==> config.mk <==
export PLATFORM = sky130hd
export DESIGN_NAME = uart_tx_serializer_flat
export DESIGN_NICKNAME = d
export VERILOG_FILES = /design/src/rtl/uart_tx_if.sv /design/src/rtl/uart_tx_serializer.sv /design/src/flat_wrapper.sv
export SDC_FILE = /design/constraint.sdc
export NUM_CORES = 1
export LEC_CHECK = 0
export BUFFER_PORTS_ARGS = -buffer_cell sky130_fd_sc_hd__buf_4
export CAP_MARGIN = 25
export CORE_MARGIN = 3
export CORE_UTILIZATION = 55
export CTS_CLUSTER_DIAMETER = 50
export DETAILED_ROUTE_END_ITERATION = 12
export GPL_TIMING_DRIVEN = 0
export PLACE_DENSITY = 0.75
export SYNTH_ARGS = -nofsm -noshare
export SYNTH_HDL_FRONTEND = slang
export SYNTH_SLANG_ARGS = --single-unit
==> constraint.sdc <==
create_clock -name clock -period 4.9 [get_ports clock]
set_clock_uncertainty 0.2 [all_clocks]
set_input_delay 0.49 -clock clock [delete_from_list [all_inputs] [get_ports clock]]
set_output_delay 0.49 -clock clock [all_outputs]
set_load 0.02 [all_outputs]
==> src/rtl/uart_tx_if.sv <==
// Byte-in / serial-out handshake between the TX control logic and the UART serializer.
// The master drives the byte and start strobe; the slave reports line, busy and frame-done.
interface uart_tx_if;
  logic [7:0] tx_data;
  logic       tx_start;
  logic       tx;
  logic       busy;
  logic       tx_done;

  modport master (output tx_data, tx_start, input tx, busy, tx_done);
  modport slave  (input tx_data, tx_start, output tx, busy, tx_done);
endinterface

==> src/rtl/uart_tx_serializer.sv <==
// UART transmitter: start bit, 8 data bits LSB first, optional parity, 1 or 2 stop bits.
// All outputs are registered; the start bit is driven on the accepting edge itself.
module uart_tx_serializer #(
  parameter int CLK_FREQ  = 100_000_000,
  parameter int BAUD_RATE = 115_200,
  parameter int PARITY    = 0,
  parameter int STOP_BITS = 1
) (
  input  logic       clock,
  input  logic       reset,
  uart_tx_if.slave   bus
);
  localparam int BIT_CYCLES = CLK_FREQ / BAUD_RATE;
  localparam int CW         = $clog2(BIT_CYCLES + 1);
  localparam bit PAR_EN     = (PARITY == 1) || (PARITY == 2);
  localparam bit PAR_ODD    = (PARITY == 2);
  localparam bit TWO_STOP   = (STOP_BITS == 2);
  localparam logic [CW-1:0] LAST = CW'(BIT_CYCLES - 1);

  generate
    if (BIT_CYCLES < 1) begin : g_bad_baud
      $error("uart_tx_serializer: CLK_FREQ/BAUD_RATE must be at least 1");
    end
  endgenerate

  typedef enum logic [2:0] {S_IDLE, S_START, S_DATA, S_PARITY, S_STOP} state_t;

  state_t        state, state_n;
  logic [CW-1:0] cnt, cnt_n;
  logic [2:0]    idx, idx_n;
  logic          stop_idx, stop_idx_n;
  logic [7:0]    sh, sh_n;
  logic          par, par_n;
  logic          tx_q, tx_n;
  logic          busy_q, busy_n;
  logic          done_q, done_n;
  logic          bit_end;

  assign bit_end = (cnt == LAST);

  always_ff @(posedge clock or negedge reset) begin
    if (!reset) begin
      state    <= S_IDLE;
      cnt      <= '0;
      idx      <= '0;
      stop_idx <= 1'b0;
      sh       <= '0;
      par      <= 1'b0;
      tx_q     <= 1'b1;
      busy_q   <= 1'b0;
      done_q   <= 1'b0;
    end else begin
      state    <= state_n;
      cnt      <= cnt_n;
      idx      <= idx_n;
      stop_idx <= stop_idx_n;
      sh       <= sh_n;
      par      <= par_n;
      tx_q     <= tx_n;
      busy_q   <= busy_n;
      done_q   <= done_n;
    end
  end

  // Every output is computed one edge ahead so tx changes exactly on bit boundaries.
  always_comb begin
    state_n    = state;
    cnt_n      = cnt;
    idx_n      = idx;
    stop_idx_n = stop_idx;
    sh_n       = sh;
    par_n      = par;
    tx_n       = tx_q;
    busy_n     = busy_q;
    done_n     = 1'b0;

    if (state != S_IDLE) cnt_n = bit_end ? '0 : cnt + CW'(1);

    unique case (state)
      S_IDLE: begin
        cnt_n = '0;
        tx_n  = 1'b1;
        if (bus.tx_start) begin
          sh_n       = bus.tx_data;
          par_n      = PAR_ODD ? ~^bus.tx_data : ^bus.tx_data;
          idx_n      = '0;
          stop_idx_n = 1'b0;
          tx_n       = 1'b0;
          busy_n     = 1'b1;
          state_n    = S_START;
        end
      end
      S_START: if (bit_end) begin
        tx_n    = sh[0];
        sh_n    = {1'b0, sh[7:1]};
        state_n = S_DATA;
      end
      S_DATA: if (bit_end) begin
        if (idx == 3'd7) begin
          tx_n    = PAR_EN ? par : 1'b1;
          state_n = PAR_EN ? S_PARITY : S_STOP;
        end else begin
          tx_n  = sh[0];
          sh_n  = {1'b0, sh[7:1]};
          idx_n = idx + 3'd1;
        end
      end
      S_PARITY: if (bit_end) begin
        tx_n    = 1'b1;
        state_n = S_STOP;
      end
      S_STOP: if (bit_end) begin
        if (!TWO_STOP || stop_idx) begin
          tx_n    = 1'b1;
          busy_n  = 1'b0;
          done_n  = 1'b1;
          state_n = S_IDLE;
        end else begin
          stop_idx_n = 1'b1;
        end
      end
      default: state_n = S_IDLE;
    endcase
  end

  assign bus.tx      = tx_q;
  assign bus.busy    = busy_q;
  assign bus.tx_done = done_q;
endmodule

==> src/flat_wrapper.sv <==
// flat-port wrapper written by rule: the top's interface ports become plain ports
module uart_tx_serializer_flat 
#(
  parameter int CLK_FREQ  = 100_000_000,
  parameter int BAUD_RATE = 115_200,
  parameter int PARITY    = 0,
  parameter int STOP_BITS = 1
)
  (clock, reset, bus_tx_data, bus_tx_start, bus_tx, bus_busy, bus_tx_done);
  uart_tx_if bus_i ();
  input  logic clock;
  input  logic reset;
  input wire logic [$bits(bus_i.tx_data)-1:0] bus_tx_data;
  input wire logic [$bits(bus_i.tx_start)-1:0] bus_tx_start;
  output wire logic [$bits(bus_i.tx)-1:0] bus_tx;
  output wire logic [$bits(bus_i.busy)-1:0] bus_busy;
  output wire logic [$bits(bus_i.tx_done)-1:0] bus_tx_done;
  assign bus_i.tx_data = bus_tx_data;
  assign bus_i.tx_start = bus_tx_start;
  assign bus_tx = bus_i.tx;
  assign bus_busy = bus_i.busy;
  assign bus_tx_done = bus_i.tx_done;
  uart_tx_serializer #(.CLK_FREQ(CLK_FREQ), .BAUD_RATE(BAUD_RATE), .PARITY(PARITY), .STOP_BITS(STOP_BITS)) u_core (.clock(clock), .reset(reset), .bus(bus_i));
endmodule
# ---- After elaboration in Yosys (flattened, before gate mapping)
# Index checks and enable logic that the tools add are counted.
dict set report classes {
  n_eq_ne 14
  mux 30
  addsub 2
  n_reduce_logical 13
}
# op n
set ops {}
lappend ops {{$mux W8} 4}
lappend ops {{$mux W10} 3}
lappend ops {{$mux W3} 9}
lappend ops {{$pmux W8 S3} 1}
lappend ops {{$pmux W3 S5} 1}
lappend ops {{$ne A2 B1 Y1 const B} 6}
lappend ops {{$add A10 B1 Y10 const B} 1}
lappend ops {{$eq A10 B10 Y1 const B} 1}
lappend ops {{$mux W1} 9}
lappend ops {{$reduce_and A4 Y1} 2}
lappend ops {{$eq A3 B2 Y1 const B} 2}
lappend ops {{$eq A3 B3 Y1 const B} 2}
lappend ops {{$pmux W3 S2} 1}
lappend ops {{$reduce_and A6 Y1} 1}
lappend ops {{$reduce_bool A2 Y1} 3}
lappend ops {{$reduce_bool A3 Y1} 2}
lappend ops {{$reduce_and A5 Y1} 1}
lappend ops {{$ne A2 B2 Y1 const B} 2}
lappend ops {{$pmux W1 S4} 1}
lappend ops {{$reduce_bool A4 Y1} 1}
lappend ops {{$add A3 B1 Y3 const B} 1}
lappend ops {{$eq A3 B1 Y1 const B} 1}
lappend ops {{$logic_not A3 Y1} 1}
lappend ops {{$reduce_and A3 Y1} 1}
lappend ops {{other kinds (2)} 2}
dict set report totals {
  wordCells 66
  output_inout_bits 3
  input_bits 11
  register_bits 27
}

# ---- Depth between registers and ports, before layout
# Gate-level depths: netlist of the first run.
dict set report logic_depth {
  word_depth 4
  mapped_depth 7
  mapped_depth_nobuf 6
}

# ---- Worst setup path before layout of the first run
# OpenSTA, ideal clock, no wires.
dict set report synth_path {
  path_kind {register -> register}
  start {register u_core.idx[0]}
  end {register u_core.sh[0]}
  t_required_ps 4621
  setup_time_ps 79
  arrival_time_ps 1736
  setup_slack_ps 2884
  path_buffers 1
  synth_period_minus_slack_ps 2016
  stages_incl_launch_ff 8
  path_cell_list {dfrtp_1 ha_1 ha_1 o21a_1 or3_1 buf_2 a21oi_4 a2bb2oi_1}
}
dict set report synth_between {
  elab_chain_len 3
}
# item line_no
set synth_rtl {}
lappend synth_rtl {{start, declared} uart_tx_serializer.sv:30} ;# logic [2:0] idx, idx_n;
lappend synth_rtl {{start signal, assigned} uart_tx_serializer.sv:55} ;# idx <= idx_n;
lappend synth_rtl {{$eq A3 B3 Y1} uart_tx_serializer.sv:99} ;# if (idx == 3'd7) begin
lappend synth_rtl {{$ne A2 B2 Y1 (no line)} n/a}
lappend synth_rtl {{$reduce_and A5 Y1 (no line)} n/a}
lappend synth_rtl {{end signal, assigned} uart_tx_serializer.sv:57} ;# sh <= sh_n;
lappend synth_rtl {{end, declared} uart_tx_serializer.sv:32} ;# logic [7:0] sh, sh_n;
# No other way between the ends.
# A chain may end at the register's enable or synchronous reset.

# ---- Final worst setup path of the first run
dict set report layout_path {
  start {register u_core.idx[0]}
  end {register u_core.sh[6]}
}
# Same word-level chain as after synthesis.

==> results of run 1 <==
==> metal layers <==
metal / share of wire [%] / up-vias
li1: - / 530
met1: 49 / 528
met2: 46 / 19
met3: 3.0 / 4
met4: 1.3 / 0
met5: 0 / -
==> synthesized netlist by cell type (4+ instances only) <==
library cell,instances,area [sq um]
sky130_fd_sc_hd__nand2_1,6,22.52
sky130_fd_sc_hd__inv_1,6,22.52
sky130_fd_sc_hd__buf_2,4,20.02
sky130_fd_sc_hd__nand3_1,4,20.02
sky130_fd_sc_hd__a2bb2oi_1,7,61.31
sky130_fd_sc_hd__nor2_1,17,63.81
sky130_fd_sc_hd__dfrtp_1,26,650.6
sky130_fd_sc_hd__nor3_1,4,20.02
sky130_fd_sc_hd__o22ai_1,7,43.79
sky130_fd_sc_hd__o21ai_0,5,25.02
sky130_fd_sc_hd__xnor2_1,6,52.55
sky130_fd_sc_hd__or3_1,9,56.30
==> how the worst min path moves through the flow <==
stage,depth (start not counted),start,end
after detailed placement,1,reset,u_core.cnt[6]
after floorplan,0,reset,u_core.bus.busy
after global routing,2,bus_tx_start,u_core.bus.tx
after CTS,2,bus_tx_start,u_core.bus.tx
final,2,bus_tx_start,u_core.bus.tx
after global placement,1,reset,u_core.cnt[6]
==> per-stage QoR <==
step           util (%)  power (uW)
6_report          67.84       544.1
5_1_grt           67.84       579.7
4_1_cts           67.84       547.1
3_5_place_dp      66.27       450.9
3_3_place_gp      66.27       445.5
2_1_floorplan         -       411.6
==> power groups by stage <==
stage	sequential [uW]	clock, uW	combinational (uW)
after floorplan	304	0	107
after global placement	306	0	140
after detailed placement	308	0	143
after CTS	304	98.4	145
after global routing	311	107	162
final	304	96.9	144
==> cells by family (layout without fill, tap and decap cells) <==
kind of cell,count (synthesis),in the layout
and+or+nand+nor,51,51
adders and majority gates,3,3
DFF,27,27
xor gates and xnor gates,9,9
AOI/OAI and AO/OA,31,31
buffers and inverters,13,31
muxes,3,3
==> sequential cells by signal (all words and copies together), names as in the netlist <==
name and flops:
u_core.cnt 10, u_core.sh 8, u_core.idx 3, u_core.state 3
u_core.bus.busy 1, u_core.bus.tx 1, u_core.bus.tx_done 1
==> layout make-up <==
type                            count  area share, %
Timing Repair Buffer               14          6.842
Sequential cell                    27          43.04
Inverter                            6          1.432
Tap cell                           28          2.228
Clock buffer                        4          1.671
Buffer                              7          2.705
Multi-Input combinational cell     97          42.08
==> critical path, delay by kind of cell (launching register included) <==
kind	cells	cell delay, ns
AO/OA/AOI/OAI	3	0.66
adder cells (fa/ha/maj)	2	0.41
AND/OR/NAND/NOR	1	0.34
buffers and inverters	1	0.16
flip-flops	1	0.43
==> impl_metrics.py, run 1 <==
metrics = {
    "run_status": {
        "status": "finished clean",
    },
    "timing": {
        "grt_setup_unrepaired": "false",
        "finalWorstSetupSlack_ns": 2.622,
        "report.final.slew_viol_count": 0,
        "fin_tns_setup_ns": 0,
        "finalCriticalPeriod_ns": 2.279,
        "holdWs_ns": 0.1575,
        "hold_viol": 0,
        "fmax_mhz": 438.9,
        "min_period_over_period_pct": 46.50,
        "measured_slew_at_the_worst_slew_check_pin_ns": 0.8041,
        "relSlewSlack_pct": 45.98,
        "finalSetupViolations": 0,
    },
    "yosys": {
        "syn_nets": 151,
        "synth.lib_cells_used.distinct": 37,
        "synth_adder_area_share_pct": 2.674,
        "syn-instance-count": 137,
        "synth_top_family_by_area": "simple AND/OR/NAND/NOR gates",
        "synth.area.mux_share_pct": 2.139,
        "ys_warn_count": 0,
        "asyncSetResetFlopFracSynth_pct": 100.0,
        "synth_compound_gate_area_share_pct": 16.40,
        "synth-simple-area-share_pct": 19.79,
        "postSynth.topFlopCell": "sky130_fd_sc_hd__dfrtp_1",
        "synth_sequential_area_ratio_pct": 48.22,
        "synth_enable_flop_cells": 0,
        "synth-seq-cells": 27,
        "synth_area_per_cell_sq_um": 10.25,
        "netlist_area_sq_um": 1404,
        "post_synth_xor_area_fraction_pct": 6.150,
    },
    "floorplanning": {
        "die_width_um": 56.52,
        "io_pins": 14,
        "die_y_um": 56.52,
        "initial_utilization_pct": 60.55,
        "placeableCoreArea_sq_um": 2318,
        "placementRows": 17,
        "floorplan.die_area_sq_um": 3195,
    },
    "power": {
        "internal_power_uw": 377.2,
        "clock_power_share_pct": 17.8,
        "power_density_nw_per_um2": 345.9,
        "p_switching_uw": 166.9,
        "worst_ir_drop_vdd_uv": 327.2,
        "sw_frac_of_total_pct": 30.67,
        "p_leak_uw": 0.0007146,
        "power.sequential.fraction_pct": 55.8,
        "p_comb_share_pct": 26.4,
    },
    "finish": {
        "finish.cell_count_without_fillers": 183,
        "final_net_count": 170,
        "multi_input_area_sq_um": 661.9,
        "mostFrequentLayoutCell": "sky130_fd_sc_hd__dfrtp_1",
        "final_layout_size_suffix_gt1_share_pct": 18.71,
        "fillers": 208,
        "final_cell_area_sq_um": 1573,
        "antenna-diode-count": 0,
        "final_cell_mix": "sky130_fd_sc_hd__dfrtp_1, sky130_fd_sc_hd__nor2_1, sky130_fd_sc_hd__buf_4",
        "syn2layout_area_growth_pct": 12.03,
        "seqCellArea_sq_um": 676.9,
    },
    "clocking": {
        "clk_pin_slew_worst_paths_ns": 0.14,
        "clock_insertion_delay_worst_skew_ns": 0.32,
        "clockRootBuffer": "sky130_fd_sc_hd__clkbuf_4",
        "cts_buffer_depth": 2,
        "cts_inserted_buffers": 3,
        "cts_hold_repair.buffers": 1,
        "cts_tree": "built",
        "postCtsSetupBuffers": 0,
        "ctsHtreeMaxLevel": 1,
        "post_cts_resize_count": 0,
        "cts_sinks": 27,
    },
    "setup_path": {
        "timing.rr.start": "u_core.idx[0]",
        "critical-path-top-cell-by-count": "sky130_fd_sc_hd__ha_1",
        "cp_data_arrival_time_ns": 2.33,
        "worst_r2r_path_depth": 7,
        "crit_fanout": 8,
        "wp_data_required_ns": 4.95,
        "startpoint_type": "register",
        "critical-path-max-stage-delay_ns": 0.43,
        "crit-reg2reg-capture": "u_core.sh[6]",
        "worst_path_slowest_cell": "sky130_fd_sc_hd__dfrtp_1",
        "critPathCaptureType": "register",
        "worstSetupPathType": "reg2reg",
        "worstSetupEndpoint": "u_core.sh[6]",
        "rrSetupSlack_ns": 2.62,
        "crit_path_start": "u_core.idx[0]",
        "cp_cell_sequence": "ha_1 -> ha_1 -> o21a_1 -> or3_1 -> buf_2 -> a21oi_4 -> a2bb2oi_1",
    },
    "global_routing": {
        "grt_use_total_pct": 19.55,
        "grt_overflow_total": 0,
        "grt_start_max_net_pins": 28,
        "met3_track_demand_over_resource_pct": 2.069,
        "grt_use_met2_pct": 30.20,
        "first_global_vias": 1094,
        "grt-busiest-layer": "met2",
        "globalRouteMet1Util_pct": 28.24,
        "grt_antenna_before_repair": 0,
        "wire_length_of_the_first_global_routing_pass_um": 4947,
    },
    "detailed_routing": {
        "num_vias": 1081,
        "post-route-drc-count": 0,
        "drt_iter0_markers": 22,
        "wl_per_cell_um": 15.02,
        "detail_route.vias_per_cell": 5.907,
        "drt-pass1-iter-count": 4,
        "postRouteAntennaNets": 0,
        "routed_wl_um": 2748,
    },
    "placement": {
        "port_buffers": 13,
        "placedInstanceArea_sq_um": 1536,
        "gp_congestion": 0.7253,
        "dpl_worst_slack_ns": 2.659,
        "dpl.hpwl_um": 1958,
        "dpl.cell_count": 178,
    },
    "job": {
        "timing.max_cap.violations": 0,
    },
    "worst_hold_path": {
        "timing.hold.worst.class": "in2reg",
    },
}
Note: power is estimated with default switching activity, not from simulation.
==> run 2: changes to the inputs <==
--- a/config.mk
+++ b/config.mk
@@ -5,6 +5,7 @@
 export SDC_FILE = /design/constraint.sdc
 export NUM_CORES = 1
 export LEC_CHECK = 0
+export ABC_AREA = 1
 export BUFFER_PORTS_ARGS = -buffer_cell sky130_fd_sc_hd__buf_4
 export CAP_MARGIN = 25
 export CORE_MARGIN = 3
==> constraint.sdc (replaced) <==
create_clock -name clock -period 2.1 [get_ports clock]
set_clock_uncertainty 0.2 [all_clocks]
set_input_delay 0.21 -clock clock [delete_from_list [all_inputs] [get_ports clock]]
set_output_delay 0.21 -clock clock [all_outputs]
set_load 0.02 [all_outputs]
==> impl_metrics.py, run 2 <==
metrics = {
    "run_status": {
        "status": "finished clean",
    },
    "timing": {
        "min_period_over_period_pct": 86.33,
        "fin_tns_setup_ns": 0,
        "fmax_mhz": 551.6,
        "hold_viol": 0,
        "measured_slew_at_the_worst_slew_check_pin_ns": 0.3301,
        "finalSetupViolations": 0,
        "finalCriticalPeriod_ns": 1.813,
        "relSlewSlack_pct": 77.82,
        "report.final.slew_viol_count": 0,
        "holdWs_ns": 0.006763,
        "grt_setup_unrepaired": "false",
    },
    "clocking": {
        "clockRootBuffer": "sky130_fd_sc_hd__clkbuf_4",
        "cts_tree": "built",
        "cts_buffer_depth": 2,
        "clk_pin_slew_worst_paths_ns": 0.14,
        "cts_sinks": 27,
        "post_cts_resize_count": 0,
        "cts_hold_repair.buffers": 2,
        "clock_insertion_delay_worst_skew_ns": 0.32,
        "ctsHtreeMaxLevel": 1,
        "postCtsSetupBuffers": 0,
        "cts_inserted_buffers": 3,
    },
    "yosys": {
        "synth-simple-area-share_pct": 41.87,
        "synth_compound_gate_area_share_pct": 2.140,
        "synth_top_family_by_area": "simple AND/OR/NAND/NOR gates",
        "asyncSetResetFlopFracSynth_pct": 100.0,
        "netlist_area_sq_um": 1461,
        "synth_top_area_cell": "sky130_fd_sc_hd__dfrtp_1",
        "syn_nets": 213,
        "synth_enable_flop_cells": 0,
        "post_synth_main_area_contributors": "sky130_fd_sc_hd__dfrtp_1, sky130_fd_sc_hd__nand2_1, sky130_fd_sc_hd__nand3_1",
        "yosysMostFrequentCell": "sky130_fd_sc_hd__nand2_1",
        "synth_area_per_cell_sq_um": 7.344,
        "synth.lib_cells_used.distinct": 20,
        "synth_adder_area_share_pct": 2.568,
        "ys_warn_count": 0,
        "synth.area.mux_share_pct": 0,
        "synth_sequential_area_ratio_pct": 46.32,
        "yosys.area.top_type_share_pct": 44.52,
        "syn-instance-count": 199,
        "post_synth_xor_area_fraction_pct": 1.199,
        "post_synth_most_frequent_cells": "sky130_fd_sc_hd__nand2_1, sky130_fd_sc_hd__dfrtp_1, sky130_fd_sc_hd__inv_1, sky130_fd_sc_hd__nor2_1, sky130_fd_sc_hd__nand3_1",
        "synth-seq-cells": 27,
        "postSynth.topFlopCell": "sky130_fd_sc_hd__dfrtp_1",
    },
    "setup_path": {
        "rrSetupSlack_ns": 0.29,
        "worst_r2r_path_depth": 8,
        "startpoint_type": "register",
        "timing.rr.start": "u_core.cnt[0]",
        "worstSetupPathType": "reg2reg",
        "crit_fanout": 9,
        "worstSetupEndpoint": "u_core.sh[6]",
        "cp_data_arrival_time_ns": 1.85,
        "crit_path_start": "u_core.cnt[0]",
        "wp_data_required_ns": 2.13,
        "crit-reg2reg-capture": "u_core.sh[6]",
        "critPathCaptureType": "register",
    },
    "finish": {
        "final_cell_area_sq_um": 1643,
        "final_net_count": 233,
        "layout.core_utilization_pct": 65.72,
        "syn2layout_area_growth_pct": 12.41,
        "final_layout_size_suffix_gt1_share_pct": 12.39,
        "registers.top_by_ff_count": "u_core.cnt",
        "largestRegisters": "u_core.cnt x10, u_core.sh x8",
        "fillers": 212,
        "largest_register_ffs": 10,
        "antenna-diode-count": 0,
        "mostFrequentLayoutCell": "sky130_fd_sc_hd__nand2_1",
        "final_cell_mix": "sky130_fd_sc_hd__nand2_1, sky130_fd_sc_hd__dfrtp_1, sky130_fd_sc_hd__inv_1",
    },
    "placement": {
        "placedInstanceArea_sq_um": 1597,
        "gp_congestion": 0.8951,
        "port_buffers": 13,
        "dpl.hpwl_um": 2234,
    },
    "power": {
        "clock_power_share_pct": 11.3,
        "sw_frac_of_total_pct": 46.28,
        "power.sequential.fraction_pct": 39.3,
        "power_density_nw_per_um2": 1198,
        "power_after_layout_uw": 1968,
        "p_comb_share_pct": 49.4,
        "p_switching_uw": 910.9,
        "internal_power_uw": 1057,
        "p_leak_uw": 0.0008982,
        "worst_ir_drop_vdd_uv": 853.5,
    },
    "detailed_routing": {
        "wl_per_cell_um": 11.88,
        "routed_wl_um": 2947,
        "postRouteAntennaNets": 0,
        "detail_route.vias_per_cell": 5.282,
        "drt_iter0_markers": 41,
        "num_vias": 1310,
        "drt-pass1-iter-count": 4,
        "post-route-drc-count": 0,
    },
    "global_routing": {
        "grt_antenna_before_repair": 0,
        "grt_use_total_pct": 20.35,
        "wire_length_of_the_first_global_routing_pass_um": 5250,
        "grt_start_max_net_pins": 28,
        "first_global_vias": 1289,
        "grt_overflow_total": 0,
    },
    "floorplanning": {
        "io_pins": 14,
        "placementRows": 18,
        "floorplan.die_area_sq_um": 3311,
        "placeableCoreArea_sq_um": 2500,
        "die_y_um": 57.55,
        "initial_utilization_pct": 58.46,
        "die_width_um": 57.55,
    },
    "worst_hold_path": {
        "timing.hold.worst.class": "in2reg",
    },
    "job": {
        "timing.max_cap.violations": 0,
    },
}
==> run 2: changes by cell type after synthesis, moves of 4 or more <==
cell                        delta
sky130_fd_sc_hd__a2bb2oi_1     -7
sky130_fd_sc_hd__xnor2_1       -6
sky130_fd_sc_hd__buf_2         -4
sky130_fd_sc_hd__o22ai_1       -7
sky130_fd_sc_hd__nand2_1      +75
sky130_fd_sc_hd__inv_1        +15
sky130_fd_sc_hd__nand3_1      +15
sky130_fd_sc_hd__or3_1         -9
==> run 2: per-layer routing <==
layer | vias up | global-route usage (%) | routed length (um)
li1 | 664 | - | -
met1 | 617 | 24.17 | 1316
met2 | 23 | 35.97 | 1496
met3 | 6 | 2.489 | 78
met4 | 0 | 9.934 | 55
met5 | - | 0 | 0
==> run 2: how the worst min path moves through the flow <==
stage,startpoint,end,depth (start not counted),slack (ns)
after floorplan,reset,u_core.bus.busy,0,-0.29
after global placement,reset,u_core.cnt[5],1,-0.06
final,bus_tx_data[4],u_core.sh[4],5,0.007
after detailed placement,reset,u_core.cnt[5],1,-0.06
after global routing,bus_tx_data[3],u_core.sh[3],5,0.02
after CTS,bus_tx_data[4],u_core.sh[4],5,0.0001
==> run 2: logic make-up after synthesis <==
| kind of cell | count (synthesis) |
|---|---|
| buffers and inverters | 23 |
| AOI/OAI and AO/OA | 6 |
| adders and majority gates | 3 |
| xor gates and xnor gates | 2 |
| DFF | 27 |
| and+or+nand+nor | 138 |
==> run 2: power by group through the flow <==
stage                     Combinational [uW]  Sequential [uW]  Clock, uW
after floorplan                          752              771          0
after global placement                   931              776          0
after detailed placement                 983              783          0
after CTS                                990              773        234
after global routing                    1130              794        251
final                                    972              774        222
==> run 2: stage by stage <==
| step | setup WS [ns] | cells |
|---|---|---|
| 2_1_floorplan | 0.5095 | 199 |
| 3_3_place_gp | 0.3240 | 242 |
| 3_5_place_dp | 0.2713 | 242 |
| 4_1_cts | 0.2658 | 248 |
| 5_1_grt | 0.1251 | 248 |
| 6_report | 0.2870 | 248 |
==> run 2: worst max-delay path, cell delays in order (launching register included) <==
cell,delay [ns]
sky130_fd_sc_hd__dfrtp_1,0.40
sky130_fd_sc_hd__ha_1,0.22
sky130_fd_sc_hd__nand2_1,0.08
sky130_fd_sc_hd__nor2_1,0.10
sky130_fd_sc_hd__nand3_1,0.22
sky130_fd_sc_hd__nand2_2,0.26
sky130_fd_sc_hd__nand2_4,0.11
sky130_fd_sc_hd__nand2_1,0.08
sky130_fd_sc_hd__nand2_1,0.05
==> run 2: cell type report <==
cell class              instances  area, sq um  share of cell area [%]
clock buffers                   4        26.28                   1.599
multi-input cells             149        698.2                   42.50
inverters                      23        86.33                   5.255
flip-flops and latches         27        676.9                   41.20
well taps                      30        37.54                   2.285
repair buffers                 15        117.6                   7.159
